===== config.mk =====
export PLATFORM = sky130hd
export DESIGN_NAME = keypad_scanner
export DESIGN_NICKNAME = d
export VERILOG_FILES = /design/src/rtl/keypad_pkg.sv /design/src/rtl/keypad_scanner_sync_2ff.sv /design/src/rtl/keypad_scanner.sv
export SDC_FILE = /design/constraint.sdc
export NUM_CORES = 1
export LEC_CHECK = 0
export CORE_UTILIZATION = 47
export CTS_CLUSTER_SIZE = 14
export DETAILED_ROUTE_END_ITERATION = 10
export GPL_TIMING_DRIVEN = 0
export PLACE_DENSITY = 0.76
export SLEW_MARGIN = 40
export SYNTH_ARGS = -nofsm -noshare
export SYNTH_HDL_FRONTEND = slang
export SYNTH_SLANG_ARGS = --single-unit

===== constraint.sdc =====
create_clock -name clk -period 7.05 [get_ports clk]
set_clock_uncertainty 0.15 [all_clocks]
set_input_delay 0.705 -clock clk [delete_from_list [all_inputs] [get_ports clk]]
set_output_delay 0.705 -clock clk [all_outputs]
set_load 0.05 [all_outputs]

===== src/rtl/keypad_pkg.sv =====
// Shared types for the matrix keypad scanner.
//   scanState_t  : debounce state machine encodings
//   frameClass_t : result of classifying one complete scan frame
//   satAdd2      : key-count adder that saturates at 2 ("two or more")
package keypad_pkg;

  typedef enum logic [1:0] {
    IDLE         = 2'd0,
    PRESS_PEND   = 2'd1,
    HELD         = 2'd2,
    RELEASE_PEND = 2'd3
  } scanState_t;

  typedef enum logic [1:0] {
    NONE  = 2'd0,
    ONE   = 2'd1,
    MULTI = 2'd2
  } frameClass_t;

  // Only "zero, one, more than one" matters for ghost rejection, so counts
  // are clamped at 2.
  function automatic logic [1:0] satAdd2(input logic [1:0] a, input logic [1:0] b);
    logic [2:0] sum;
    sum = {1'b0, a} + {1'b0, b};
    return (sum >= 3'd2) ? 2'd2 : sum[1:0];
  endfunction

endpackage


===== src/rtl/keypad_scanner_sync_2ff.sv =====
// Width-parametrised two-flop synchroniser.
//   clk : destination clock
//   rst : asynchronous active-high reset, clears both stages to 0
//   d_i : asynchronous input bus
//   q_o : synchronised output, two clk cycles of latency
module sync_2ff #(
  parameter int WIDTH = 1
) (
  input  logic             clk,
  input  logic             rst,
  input  logic [WIDTH-1:0] d_i,
  output logic [WIDTH-1:0] q_o
);

  logic [WIDTH-1:0] meta_q;
  logic [WIDTH-1:0] sync_q;

  // First stage may go metastable; second stage gives it a cycle to resolve.
  always_ff @(posedge clk or posedge rst) begin
    if (rst) begin
      meta_q <= '0;
      sync_q <= '0;
    end else begin
      meta_q <= d_i;
      sync_q <= meta_q;
    end
  end

  assign q_o = sync_q;

endmodule


===== src/rtl/keypad_scanner.sv =====
// Matrix keypad scanner with frame-level debounce and ghost rejection.
//   clk       : system clock, rising edge
//   rst       : asynchronous active-high reset
//   fila      : row lines, active-high, asynchronous to clk
//   col       : one-hot column strobes, active-high
//   key_code  : row*COLS + col of the reported key
//   key_valid : event pending, held until accepted
//   key_ready : consumer accepts when key_valid && key_ready
//   key_held  : a debounced key is currently down
//   overrun   : sticky, an event was dropped while key_valid was stuck
module keypad_scanner
  import keypad_pkg::*;
#(
  parameter int ROWS     = 4,
  parameter int COLS     = 4,
  parameter int DWELL    = 4,
  parameter int DEBOUNCE = 3
) (
  input  logic                           clk,
  input  logic                           rst,
  input  logic [ROWS-1:0]                fila,
  output logic [COLS-1:0]                col,
  output logic [$clog2(ROWS*COLS)-1:0]   key_code,
  output logic                           key_valid,
  input  logic                           key_ready,
  output logic                           key_held,
  output logic                           overrun
);

  localparam int CODE_W = $clog2(ROWS*COLS);
  localparam int DWW    = $clog2(DWELL);
  localparam int COLW   = $clog2(COLS);
  localparam logic [3:0] DB = 4'(DEBOUNCE);

  logic [ROWS-1:0]   filaSync;

  logic [DWW-1:0]    dwellCnt_q, dwellCnt_d;
  logic [COLW-1:0]   colIdx_q, colIdx_d;
  logic [COLS-1:0]   colOh_q, colOh_d;
  logic              lastDwell, frameEnd;

  logic [1:0]        colCnt;
  logic [CODE_W-1:0] colCode;
  logic [1:0]        accCnt_q, accCnt_d;
  logic [CODE_W-1:0] accCode_q, accCode_d;
  logic [1:0]        totalCnt;
  logic [CODE_W-1:0] frameCode;
  frameClass_t       frameCls;

  scanState_t        state_q;
  logic [CODE_W-1:0] cand_q;
  logic [3:0]        dbCnt_q;
  logic [3:0]        dbNext;

  logic              raiseEvt;
  logic              accept;
  logic              keyValid_q;
  logic [CODE_W-1:0] keyCode_q;
  logic              overrun_q;

  sync_2ff #(.WIDTH(ROWS)) u_filaSync (
    .clk (clk),
    .rst (rst),
    .d_i (fila),
    .q_o (filaSync)
  );

  // Column sequencer: each column is driven for DWELL cycles, then the
  // strobe advances and wraps after the last column.
  always_comb begin
    lastDwell  = (dwellCnt_q == DWW'(DWELL - 1));
    frameEnd   = lastDwell && (colIdx_q == COLW'(COLS - 1));
    dwellCnt_d = lastDwell ? '0 : dwellCnt_q + DWW'(1);
    colIdx_d   = colIdx_q;
    if (lastDwell) begin
      colIdx_d = (colIdx_q == COLW'(COLS - 1)) ? '0 : colIdx_q + COLW'(1);
    end
    colOh_d = COLS'(1) << colIdx_d;
  end

  always_ff @(posedge clk or posedge rst) begin
    if (rst) begin
      dwellCnt_q <= '0;
      colIdx_q   <= '0;
      colOh_q    <= COLS'(1);
    end else begin
      dwellCnt_q <= dwellCnt_d;
      colIdx_q   <= colIdx_d;
      colOh_q    <= colOh_d;
    end
  end

  // Rows seen in the current column: count (clamped at 2) and the code of
  // the hit row, which is only meaningful when exactly one row is active.
  always_comb begin
    colCnt  = 2'd0;
    colCode = '0;
    for (int r = 0; r < ROWS; r++) begin
      if (filaSync[r]) begin
        colCode = CODE_W'(r * COLS) + CODE_W'(colIdx_q);
        if (colCnt != 2'd2) begin
          colCnt = colCnt + 2'd1;
        end
      end
    end
  end

  // Combine this column with the earlier columns of the frame. At frame end
  // the combined result is the frame's classification.
  always_comb begin
    totalCnt  = satAdd2(accCnt_q, colCnt);
    frameCode = (accCnt_q != 2'd0) ? accCode_q : colCode;
    case (totalCnt)
      2'd0:    frameCls = NONE;
      2'd1:    frameCls = ONE;
      default: frameCls = MULTI;
    endcase
    accCnt_d  = accCnt_q;
    accCode_d = accCode_q;
    if (frameEnd) begin
      accCnt_d  = 2'd0;
      accCode_d = '0;
    end else if (lastDwell) begin
      accCnt_d  = totalCnt;
      accCode_d = frameCode;
    end
  end

  always_ff @(posedge clk or posedge rst) begin
    if (rst) begin
      accCnt_q  <= 2'd0;
      accCode_q <= '0;
    end else begin
      accCnt_q  <= accCnt_d;
      accCode_q <= accCode_d;
    end
  end

  // A press event fires on the frame end that completes the debounce run,
  // including the single-frame case where IDLE or a candidate switch goes
  // straight to HELD.
  always_comb begin
    dbNext   = dbCnt_q + 4'd1;
    raiseEvt = 1'b0;
    if (frameEnd && (frameCls == ONE)) begin
      case (state_q)
        IDLE:       raiseEvt = (DB == 4'd1);
        PRESS_PEND: raiseEvt = (frameCode == cand_q) ? (dbNext >= DB) : (DB == 4'd1);
        default:    raiseEvt = 1'b0;
      endcase
    end
  end

  // Debounce state machine, advanced only at frame end.
  always_ff @(posedge clk or posedge rst) begin
    if (rst) begin
      state_q <= IDLE;
      cand_q  <= '0;
      dbCnt_q <= 4'd0;
    end else if (frameEnd) begin
      case (state_q)
        IDLE: begin
          if (frameCls == ONE) begin
            cand_q  <= frameCode;
            dbCnt_q <= 4'd1;
            state_q <= raiseEvt ? HELD : PRESS_PEND;
          end
        end
        PRESS_PEND: begin
          if (frameCls == ONE) begin
            if (raiseEvt) begin
              cand_q  <= frameCode;
              state_q <= HELD;
            end else if (frameCode == cand_q) begin
              dbCnt_q <= dbNext;
            end else begin
              cand_q  <= frameCode;
              dbCnt_q <= 4'd1;
            end
          end else begin
            state_q <= IDLE;
          end
        end
        HELD: begin
          if (frameCls == NONE) begin
            dbCnt_q <= 4'd1;
            state_q <= (DB == 4'd1) ? IDLE : RELEASE_PEND;
          end
        end
        RELEASE_PEND: begin
          if (frameCls == NONE) begin
            if (dbNext >= DB) begin
              state_q <= IDLE;
            end else begin
              dbCnt_q <= dbNext;
            end
          end else begin
            state_q <= HELD;
          end
        end
        default: state_q <= IDLE;
      endcase
    end
  end

  // Event handshake: a new event loads when the slot is empty or being
  // accepted this cycle; otherwise it is dropped and overrun latches.
  always_comb begin
    accept = keyValid_q && key_ready;
  end

  always_ff @(posedge clk or posedge rst) begin
    if (rst) begin
      keyValid_q <= 1'b0;
      keyCode_q  <= '0;
      overrun_q  <= 1'b0;
    end else begin
      if (accept) begin
        overrun_q <= 1'b0;
      end
      if (raiseEvt) begin
        if (!keyValid_q || key_ready) begin
          keyValid_q <= 1'b1;
          keyCode_q  <= frameCode;
        end else begin
          overrun_q <= 1'b1;
        end
      end else if (accept) begin
        keyValid_q <= 1'b0;
      end
    end
  end

  assign col       = colOh_q;
  assign key_code  = keyCode_q;
  assign key_valid = keyValid_q;
  assign overrun   = overrun_q;
  assign key_held  = (state_q == HELD) || (state_q == RELEASE_PEND);

endmodule


==> results.tsv, run 1 <==
stage	metric	value	unit
route	route.detailed.drc	0	
route	viasPerCell	5.48	
logic_synthesis	synth_area_leader_cell	dfrtp_1	
critical_path	crit_slowest_cell	nor4_4	
place	dpl_cell_area	2160	um2
logic_synthesis	ys_dominant_reg_cell	dfrtp_1	
timing	period_needed	4.15	ns
logic_synthesis	synthTopCellsByArea	dfrtp_1 (48%), ha_1 (5.8%), inv_1 (4.5%)	
place	gp_congestion	0.821	
clock_tree	cts_resized	0	
layout	drive_above_1_share	13.9	%
clock_tree	cts_tree	yes	
logic_synthesis	synth-seq-cells	38	
logic_synthesis	synth_edf_count	0	
timing	clock.fmax	241	MHz
logic_synthesis	syn_nets	186	
logic_synthesis	yosysWarnings	0	
route	wl	3700	um
layout	n_antenna_cell	0	
timing	drv_slew	0	
global_routing	grtUsageTotal	20.2	%
layout	multi_input_area	862	um2
clock_tree	cts_max_path_buffers	2	
clock_tree	worstSkewPairLatency	0.29	ns
critical_path	cp.required	7.07	ns
route	routedWlPerCell	15.3	um
place	dp_hpwl	2790	um
route	vias	1326	
die	die_h	66.0	um
layout	finalInstanceArea	2260	um2
timing	finalSetupViolations	0	
layout	nets	210	
global_routing	grt_overflow_total	0	
logic_synthesis	async_flop_share	100	%
logic_synthesis	syn-cell-area	1930	um2
layout	num-fill-cells	328	
global_routing	antenna_found_initial	0	
min_path	worstHoldPathType	reg2reg	
clock_tree	post-cts-setup-buffers	0	
logic_synthesis	synthDistinctLibCells	49	
die	initial_core_util	50.7	%
die	die_x	66.0	um
timing	tightest_slew	0.646	ns
die	row_count	22	
layout	seq_area	952	um2
clock_tree	cts_root_buffer	clkbuf_8	
global_routing	grt_first_pass_wirelength	6400	um
layout	syn_to_final_growth	17.5	%
clock_tree	htreeDepth	2	
logic_synthesis	synth.yosys.seq_area_share	49.4	%
die	ios	18	
critical_path	cpPeakStageDelay	0.53	ns
clock_tree	cts_hold_buf	0	
critical_path	path_buf_inv	3	
timing	maxSlewHeadroom	56.9	%
route	dr.first_iter.drc_count	55	
route	drtPass1Iterations	4	
logic_synthesis	synth_top_cell_area_share	48.1	%
die	core	3800	um2
status	status	finished, final reports clean	
pwr	cellLeakagePower	0.00101	uW
die	design.die.area	4360	um2
timing	tns	0	ns
logic_synthesis	syn_area_per_cell	11.4	um2
timing	rsz0062_at_grt	no	
place	port_buffers	17	
pwr	ir_drop	0.159	mV
clock_tree	cts_num_sinks	38	
critical_path	path_max_fanout	6	
global_routing	grt_max_degree	39	
route	final_antenna_net_count	0	
critical_path	worstSetupEndpointType	register	
critical_path	start_kind	register	
critical_path	critPathArrivalTime	4.17	ns
logic_synthesis	synth_most_common_cell	dfrtp_1	
logic_synthesis	synthCells	169	
layout	fin_cells	242	
critical_path	cp_cell_sequence	inv_1 -> ha_1 -> mux2i_1 -> ha_1 -> inv_1 -> mux2i_1 -> ha_1 -> inv_1 -> fa_1 -> nand4_1 -> nor4b_1 -> o21ai_0 -> nor4_4 -> a211o_2 -> mux2_1	
clock_tree	clkSlewWorstSetupHoldPaths	0.08	ns
logic_synthesis	yosys-top-cells-count	dfrtp_1 (37), inv_1 (23), nor2_1 (11), ha_1 (9)	
pwr	power.density	223	nW/um2
critical_path	path_class	reg2reg	
clock_tree	numCtsBuffers	5	
critical_path	crit_family	adder cells	
timing	hold_violations	0	
timing	fin_crit_sh	58.8	%
place	placedCellCount	234	
job	maxCapViolCount	0	
global_routing	grt_pass1_vias	1412	
where the power goes:
group	total, uW	leakage (uW)	internal (uW)	switching (uW)
registers	252	0.000493	234	18.1
logic	73.7	0.000466	32.0	41.7
clock network	180	0.0000524	106	74.3
total	506	0.00101	372	134
placed cells by master (no fill, tap or decap), types with 2 or more instances in the layout:
cell,n
clkdlybuf4s50_1,17
xnor2_1,2
dfrtp_1,37
mux2_1,3
inv_1,22
and2_1,3
mux2_2,2
nand2b_1,4
o21a_1,2
o21ai_0,6
clkbuf_8,5
o41ai_1,2
mux2_4,4
nor2_1,11
o31ai_1,3
clkbuf_1,4
o211ai_1,6
a21oi_1,5
o22ai_1,5
nand2_1,5
mux2i_1,6
ha_1,9
sequential cells by signal, indices dropped and copies added, names as in the netlist, 2 cells and up:
name,count
accCnt_q,2
accCode_q,4
cand_q,4
col,4
colIdx_q,2
dbCnt_q,4
dwellCnt_q,2
key_code,4
state_q,2
u_filaSync.meta_q,4
u_filaSync.q_o,4
logic make-up (layout without fill, tap and decap cells):
kind of cell             Yosys count  count (layout)  share of synthesized area, %
adder cells (fa/ha/maj)           10              10                          6.88
XOR/XNOR                           2               2                         0.909
multiplexers                      15              15                          9.16
AO/OA/AOI/OAI                     40              40                          16.2
AND/OR/NAND/NOR                   36              36                          11.6
buffers and inverters             28              53                          5.84
flip-flops                        38              38                          49.4
metrics by stage:
step | power (uW) | setup slack (ns) | hold slack, ns | utilization [%]
6_report | 506 | 2.90 | 0.192 | 59.6
5_1_grt | 531 | 2.57 | 0.200 | 59.6
4_1_cts | 513 | 2.86 | 0.198 | 59.6
3_5_place_dp | 330 | 2.89 | 0.188 | 56.8
3_3_place_gp | 323 | 3.09 | 0.186 | 56.8
2_1_floorplan | 310 | 3.39 | 0.181 | -
worst register-to-register path: stages, from the launching register on:
cell and delay [ns]:
dfrtp_1 0.40, inv_1 0.08, ha_1 0.27, mux2i_1 0.23
ha_1 0.19, inv_1 0.04, mux2i_1 0.14, ha_1 0.16
inv_1 0.05, fa_1 0.52, nand4_1 0.21, nor4b_1 0.28
o21ai_0 0.22, nor4_4 0.53, a211o_2 0.23, mux2_1 0.32
cell type report:
cell class	instances	area share, %
sequential	38	42.0
inverter	25	4.20
tap	48	2.65
buffer	3	0.829
clock buffer	7	3.37
clock inverter	1	1.33
multi-input combinational	103	38.1
timing repair buffer	17	7.51
per-layer routing:
| metal | up-vias | global-route usage (%) | part of all wire (%) |
|---|---|---|---|
| li1 | 639 | - | - |
| met1 | 663 | 23.0 | 44 |
| met2 | 20 | 34.8 | 52 |
| met3 | 4 | 6.55 | 3.1 |
| met4 | 0 | 7.71 | 0.76 |
| met5 | - | 0 | 0 |
final timing paths:
path,endpoint,slack (ns),from,depth (start not counted)
max in group asynchronous,state_q[1],5.69,rst,2
worst max-delay path,dbCnt_q[0],2.90,u_filaSync.q_o[1],15
worst min register to register,u_filaSync.q_o[2],0.19,u_filaSync.meta_q[2],0
worst min-delay path,u_filaSync.q_o[2],0.19,u_filaSync.meta_q[2],0
worst max register to register,dbCnt_q[0],2.90,u_filaSync.q_o[1],15
min in group asynchronous,accCnt_q[0],0.65,rst,2
No activity file was read; power rests on OpenSTA's default activity.
==> inputs of run 2 (changes only) <==
clock period = 4.05 ns   (was 7.05 ns; I/O delays follow)
==> run 2 against run 1 <==
Compared with the run above:
- global-route usage grew 0.074 points
- via count increased by 0.53%
- fmax rose by 10%
- critical endpoint is now key_code[0]
- largest cell class unchanged
==> results.tsv, run 2 (synthesized netlist as in run 1, its figures left out) <==
stage	metric	value	unit	change
clock_tree	cts_hold_buf	0		unchanged
clock_tree	cts_num_sinks	38		unchanged
critical_path	cpPeakStageDelay	0.52	ns	about the same
die	ios	18		unchanged
timing	tightest_slew	0.645	ns	-0.00102 ns
die	die_x	66.0	um	unchanged
timing	fin_hold_ws	0.192	ns	-0.0000120 ns
route	viasPerCell	5.46		-0.30%
clock_tree	clkSlewWorstSetupHoldPaths	0.08	ns	about the same
timing	finalSetupViolations	0		unchanged
status	status	finished, final reports clean		
place	dp_hpwl	2790	um	unchanged
layout	n_antenna_cell	0		unchanged
min_path	worstHoldPathType	reg2reg		
critical_path	worstSetupEndpointType	register		
layout	finalInstanceArea	2280	um2	+0.66%
layout	layout_common_cells	dfrtp_1 (37), inv_1 (22), clkdlybuf4s50_1 (17), nor2_1 (11), ha_1 (9)		
place	gp_congestion	0.821		unchanged
route	dr.first_iter.drc_count	56		+1.8%
critical_path	start_kind	register		
clock_tree	worstSkewPairLatency	0.29	ns	about the same
timing	finalWorstSetupSlack	0.287	ns	-2.62 ns
die	row_count	22		unchanged
timing	clock.fmax	266	MHz	+10%
route	route.detailed.drc	0		unchanged
timing	tns	0	ns	unchanged
pwr	power.density	386	nW/um2	+73%
place	port_buffers	17		unchanged
critical_path	critPathArrivalTime	3.79	ns	-0.38 ns
critical_path	crit_slowest_cell	fa_1		
global_routing	grt_max_degree	39		unchanged
route	drtPass1Iterations	4		unchanged
timing	fin_crit_sh	92.9	%	+34 points
route	wl	3750	um	+1.5%
timing	period_needed	3.76	ns	-0.384 ns
route	final_antenna_net_count	0		unchanged
die	core	3800	um2	unchanged
clock_tree	htreeDepth	2		unchanged
pwr	ir_drop	0.277	mV	+74%
timing	drv_slew	0		unchanged
clock_tree	numCtsBuffers	5		unchanged
layout	syn_to_final_growth	18.3	%	
layout	nets	212		+0.95%
clock_tree	cts_root_buffer	clkbuf_8		
global_routing	antenna_found_initial	0		unchanged
route	routedWlPerCell	15.4	um	+0.66%
timing	hold_violations	0		unchanged
timing	rsz0062_at_grt	no		
global_routing	grt_overflow_total	0		unchanged
layout	layout_commonest_cell	dfrtp_1		
critical_path	crit_family	adder cells		
global_routing	grtUsageTotal	20.2	%	+0.074 points
place	dpl_cell_area	2160	um2	unchanged
clock_tree	cts_max_path_buffers	2		unchanged
die	initial_core_util	50.7	%	unchanged
critical_path	path_max_fanout	4		-2
critical_path	cp.required	4.08	ns	-2.99 ns
critical_path	path_buf_inv	4		+1
job	maxCapViolCount	0		unchanged
pwr	cellLeakagePower	0.00102	uW	+1.1%
critical_path	reg2reg_setup_slack	0.29	ns	-2.62 ns
timing	maxSlewHeadroom	57.0	%	+0.068 points
die	design.die.area	4360	um2	unchanged
global_routing	grt_first_pass_wirelength	6400	um	+0.11%
place	pre_cts_ws	-0.110	ns	-3.00 ns
global_routing	grt_pass1_vias	1426		+0.99%
critical_path	cp_cell_sequence	inv_1 -> ha_1 -> mux2i_1 -> ha_1 -> inv_1 -> mux2i_1 -> ha_1 -> inv_1 -> fa_1 -> nand4_1 -> nor4b_1 -> o21ai_1 -> nor4_4 -> buf_4 -> nand2_4 -> mux2_4		
route	vias	1333		+0.53%
die	die_h	66.0	um	unchanged
critical_path	path_class	reg2reg		
clock_tree	cts_tree	yes		
layout	drive_above_1_share	14.8	%	+0.88 points
## run 2: path summary, 6_finish.rpt
path                                      to  cells past startpoint                  from
setup / recovery                 key_code[0]                     16     u_filaSync.q_o[1]
hold / removal             u_filaSync.q_o[2]                      0  u_filaSync.meta_q[2]
setup reg to reg                 key_code[0]                     16     u_filaSync.q_o[1]
hold reg to reg            u_filaSync.q_o[2]                      0  u_filaSync.meta_q[2]
max in group asynchronous         state_q[1]                      2                   rst
min in group asynchronous        accCnt_q[0]                      2                   rst
## run 2: repair_timing
item,4_1_cts,5_1_grt
pin swaps,1,0
gates cloned,0,0
setup endpoints to repair,5,6
setup buffers,2,0
gates resized for setup,0,1
## run 2: final cells by class
cell class | instances | area (um2)
sequential | 38 | 952
clock buffer | 7 | 76.3
multi-input combinational | 103 | 862
timing repair buffer | 19 | 185
clock inverter | 1 | 30.0
tap | 48 | 60.1
inverter | 25 | 95.1
fill | 324 | 1520
buffer | 3 | 18.8
## run 2: worst register-to-register path, cell delays in order (launching register included)
cell and delay [ns]:
dfrtp_1 0.40, inv_1 0.08, ha_1 0.27, mux2i_1 0.23
ha_1 0.19, inv_1 0.04, mux2i_1 0.14, ha_1 0.16
inv_1 0.05, fa_1 0.52, nand4_1 0.21, nor4b_1 0.29
o21ai_1 0.18, nor4_4 0.19, buf_4 0.18, nand2_4 0.07
mux2_4 0.30
## run 2: power breakdown
part / internal, uW / switching, uW / total, uW
clock network: 184 / 129 / 314
logic: 55.7 / 73.1 / 129
registers: 407 / 31.3 / 438
total: 647 / 234 / 881
## run 2: per-stage QoR
step	util, %	power (uW)	instances
2_1_floorplan	-	539	169
3_3_place_gp	56.8	562	234
3_5_place_dp	56.8	575	234
4_1_cts	60.0	892	244
5_1_grt	60.0	925	244
6_report	60.0	881	244
## run 2: metal layers
metal / up-vias / share of wire (%) / track usage (%)
met1: 659 / 44 / 23.0
li1: 645 / - / -
met3: 4 / 4.1 / 6.72
met2: 25 / 51 / 34.7
met5: - / 0 / 0
met4: 0 / 0.75 / 8.24
==> inputs of run 3 (changes only) <==
clock period = 4 ns   (was 4.05 ns; I/O delays follow)
==> run 3 against run 2 <==
Compared with the run above:
- total power rose by 1.4%
- critical path type unchanged
- combinational power barely moved
- register-to-register slack barely moved
- fmax rose by 1.5%
- clock power barely moved
- count of clock-buffer cells in the layout did not move
- cell count did not move
==> results.tsv, run 3 (synthesized netlist as in run 1, its figures left out) <==
stage	metric	value	unit	change
min_path	worstHoldPathType	reg2reg		
timing	clock.fmax	270	MHz	+1.5%
pwr	pwr-share-seq	49.8	%	about the same
clock_tree	worstSkewPairLatency	0.29	ns	about the same
die	die_h	66.0	um	unchanged
status	status	finished, final reports clean		
route	drtPass1Iterations	4		unchanged
clock_tree	cts_root_buffer	clkbuf_8		
pwr	p_comb_share	14.8	%	+0.2 points
global_routing	antenna_found_initial	0		unchanged
die	initial_core_util	50.7	%	unchanged
global_routing	grtUsageTotal	20.2	%	unchanged
critical_path	cpPeakStageDelay	0.52	ns	about the same
critical_path	cp_cell_sequence	inv_1 -> ha_1 -> mux2i_1 -> ha_1 -> inv_1 -> mux2i_1 -> ha_1 -> inv_1 -> fa_1 -> nand4_1 -> nor4b_2 -> o21ai_1 -> nor4_4 -> buf_4 -> nand2_4 -> mux2_4		
pwr	ir_drop	0.281	mV	+1.2%
pwr	p_sw	238	uW	+1.7%
timing	finalSetupViolations	0		unchanged
critical_path	path_max_fanout	4		unchanged
clock_tree	cts_max_path_buffers	2		unchanged
critical_path	start_kind	register		
critical_path	cp.required	4.03	ns	-0.05 ns
pwr	sw_frac_of_total	26.6	%	+0.082 points
route	viasPerCell	5.49		+0.53%
clock_tree	cts_num_sinks	38		unchanged
layout	layout_commonest_cell	dfrtp_1		
route	dr.first_iter.drc_count	49		-13%
timing	hold_violations	0		unchanged
job	maxCapViolCount	0		unchanged
global_routing	grt_max_degree	39		unchanged
layout	seq_area	952	um2	unchanged
timing	period_needed	3.71	ns	-0.0547 ns
timing	tightest_slew	0.645	ns	-0.000296 ns
die	design.die.area	4360	um2	unchanged
clock_tree	numCtsBuffers	5		unchanged
pwr	clockPowerShare	35.4	%	-0.2 points
timing	drv_slew	0		unchanged
layout	fin_util	60.2	%	+0.16 points
global_routing	grt_pass1_vias	1426		unchanged
layout	syn_to_final_growth	18.6	%	
global_routing	grt_first_pass_wirelength	6400	um	unchanged
timing	fin_crit_sh	92.7	%	-0.21 points
timing	maxSlewHeadroom	57.0	%	about the same
die	die_x	66.0	um	unchanged
pwr	intPower	655	uW	+1.3%
clock_tree	clkSlewWorstSetupHoldPaths	0.08	ns	about the same
clock_tree	cts_tree	yes		
critical_path	crit_family	adder cells		
die	row_count	22		unchanged
critical_path	path_class	reg2reg		
die	core	3800	um2	unchanged
layout	drive_above_1_share	15.3	%	+0.51 points
clock_tree	htreeDepth	2		unchanged
critical_path	critPathArrivalTime	3.73	ns	-0.06 ns
layout	multi_input_area	868	um2	+0.73%
place	gp_congestion	0.821		unchanged
layout	n_antenna_cell	0		unchanged
timing	finalWorstSetupSlack	0.292	ns	+0.00474 ns
critical_path	worstSetupEndpointType	register		
route	route.detailed.drc	0		unchanged
critical_path	crit_slowest_cell	fa_1		
place	dp_hpwl	2790	um	unchanged
pwr	cellLeakagePower	0.00102	uW	about the same
route	vias	1340		+0.53%
timing	rsz0062_at_grt	no		
route	wl	3740	um	-0.40%
place	port_buffers	17		unchanged
critical_path	path_buf_inv	4		unchanged
place	pre_cts_ws	-0.160	ns	-0.0500 ns
layout	layout_common_cells	dfrtp_1 (37), inv_1 (22), clkdlybuf4s50_1 (17), nor2_1 (11), ha_1 (9)		
route	routedWlPerCell	15.3	um	-0.40%
pwr	power.density	391	nW/um2	+1.1%
layout	num-fill-cells	321		-0.93%
layout	nets	212		unchanged
global_routing	grt_overflow_total	0		unchanged
die	ios	18		unchanged
route	final_antenna_net_count	0		unchanged
==> run 3: repair_timing <==
action	4_1_cts	5_1_grt
endpoints found under the setup margin	6	7
pin swaps	1	0
setup buffers	2	0
gates resized for setup	0	2
hold buffers	0	0
hold endpoints to repair	0	0
==> run 3: layer usage <==
layer  part of all wire [%]  vias up  global-route usage [%]
li1                       -      643                       -
met2                     51       25                    34.7
met4                    1.1        0                    8.24
met3                    3.5        6                    6.72
met1                     44      666                    23.0
met5                      0        -                       0
==> run 3: power by group through the flow <==
stage	clock, uW	combinational, uW	sequential [uW]
2_1_floorplan	0	103	443
3_3_place_gp	0	122	448
3_5_place_dp	0	130	452
4_1_cts	328	132	444
5_1_grt	343	145	450
6_report	316	132	445
==> run 3: layout make-up <==
type	instances	share of cell area, %
clock buffers	7	3.34
multi-input cells	103	38.0
repair buffers	19	8.10
well taps	48	2.63
plain buffers	3	0.821
flip-flops and latches	38	41.7
inverters	25	4.16
clock inverters	1	1.31
==> run 3: worst paths after layout <==
| check | from | cells past startpoint | slack (ns) | to |
|---|---|---|---|---|
| min in group asynchronous | rst | 2 | 0.35 | accCnt_q[0] |
| max | u_filaSync.q_o[1] | 16 | 0.29 | key_code[0] |
| max in group asynchronous | rst | 2 | 2.95 | state_q[1] |
| min reg2reg | u_filaSync.meta_q[2] | 0 | 0.19 | u_filaSync.q_o[2] |
| max reg2reg | u_filaSync.q_o[1] | 16 | 0.29 | key_code[0] |
| min | u_filaSync.meta_q[2] | 0 | 0.19 | u_filaSync.q_o[2] |
==> run 3: per-stage QoR <==
stage | hold WS (ns) | cell area (um2) | instances | setup TNS [ns] | power, uW
5_1_grt | 0.200 | 2290 | 244 | 0 | 938
2_1_floorplan | 0.181 | 1930 | 169 | 0 | 546
3_5_place_dp | 0.188 | 2160 | 234 | -0.369 | 582
4_1_cts | 0.198 | 2280 | 244 | 0 | 903
6_report | 0.194 | 2290 | 244 | 0 | 893
3_3_place_gp | 0.186 | 2160 | 234 | 0 | 569
==> run 3: worst reg2reg max path: stages (launching register included) <==
cell     delay [ns]
dfrtp_1        0.40
inv_1          0.08
ha_1           0.27
mux2i_1        0.23
ha_1           0.19
inv_1          0.04
mux2i_1        0.14
ha_1           0.16
inv_1          0.05
fa_1           0.52
nand4_1        0.21
nor4b_2        0.26
o21ai_1        0.16
nor4_4         0.19
buf_4          0.18
nand2_4        0.07
mux2_4         0.30
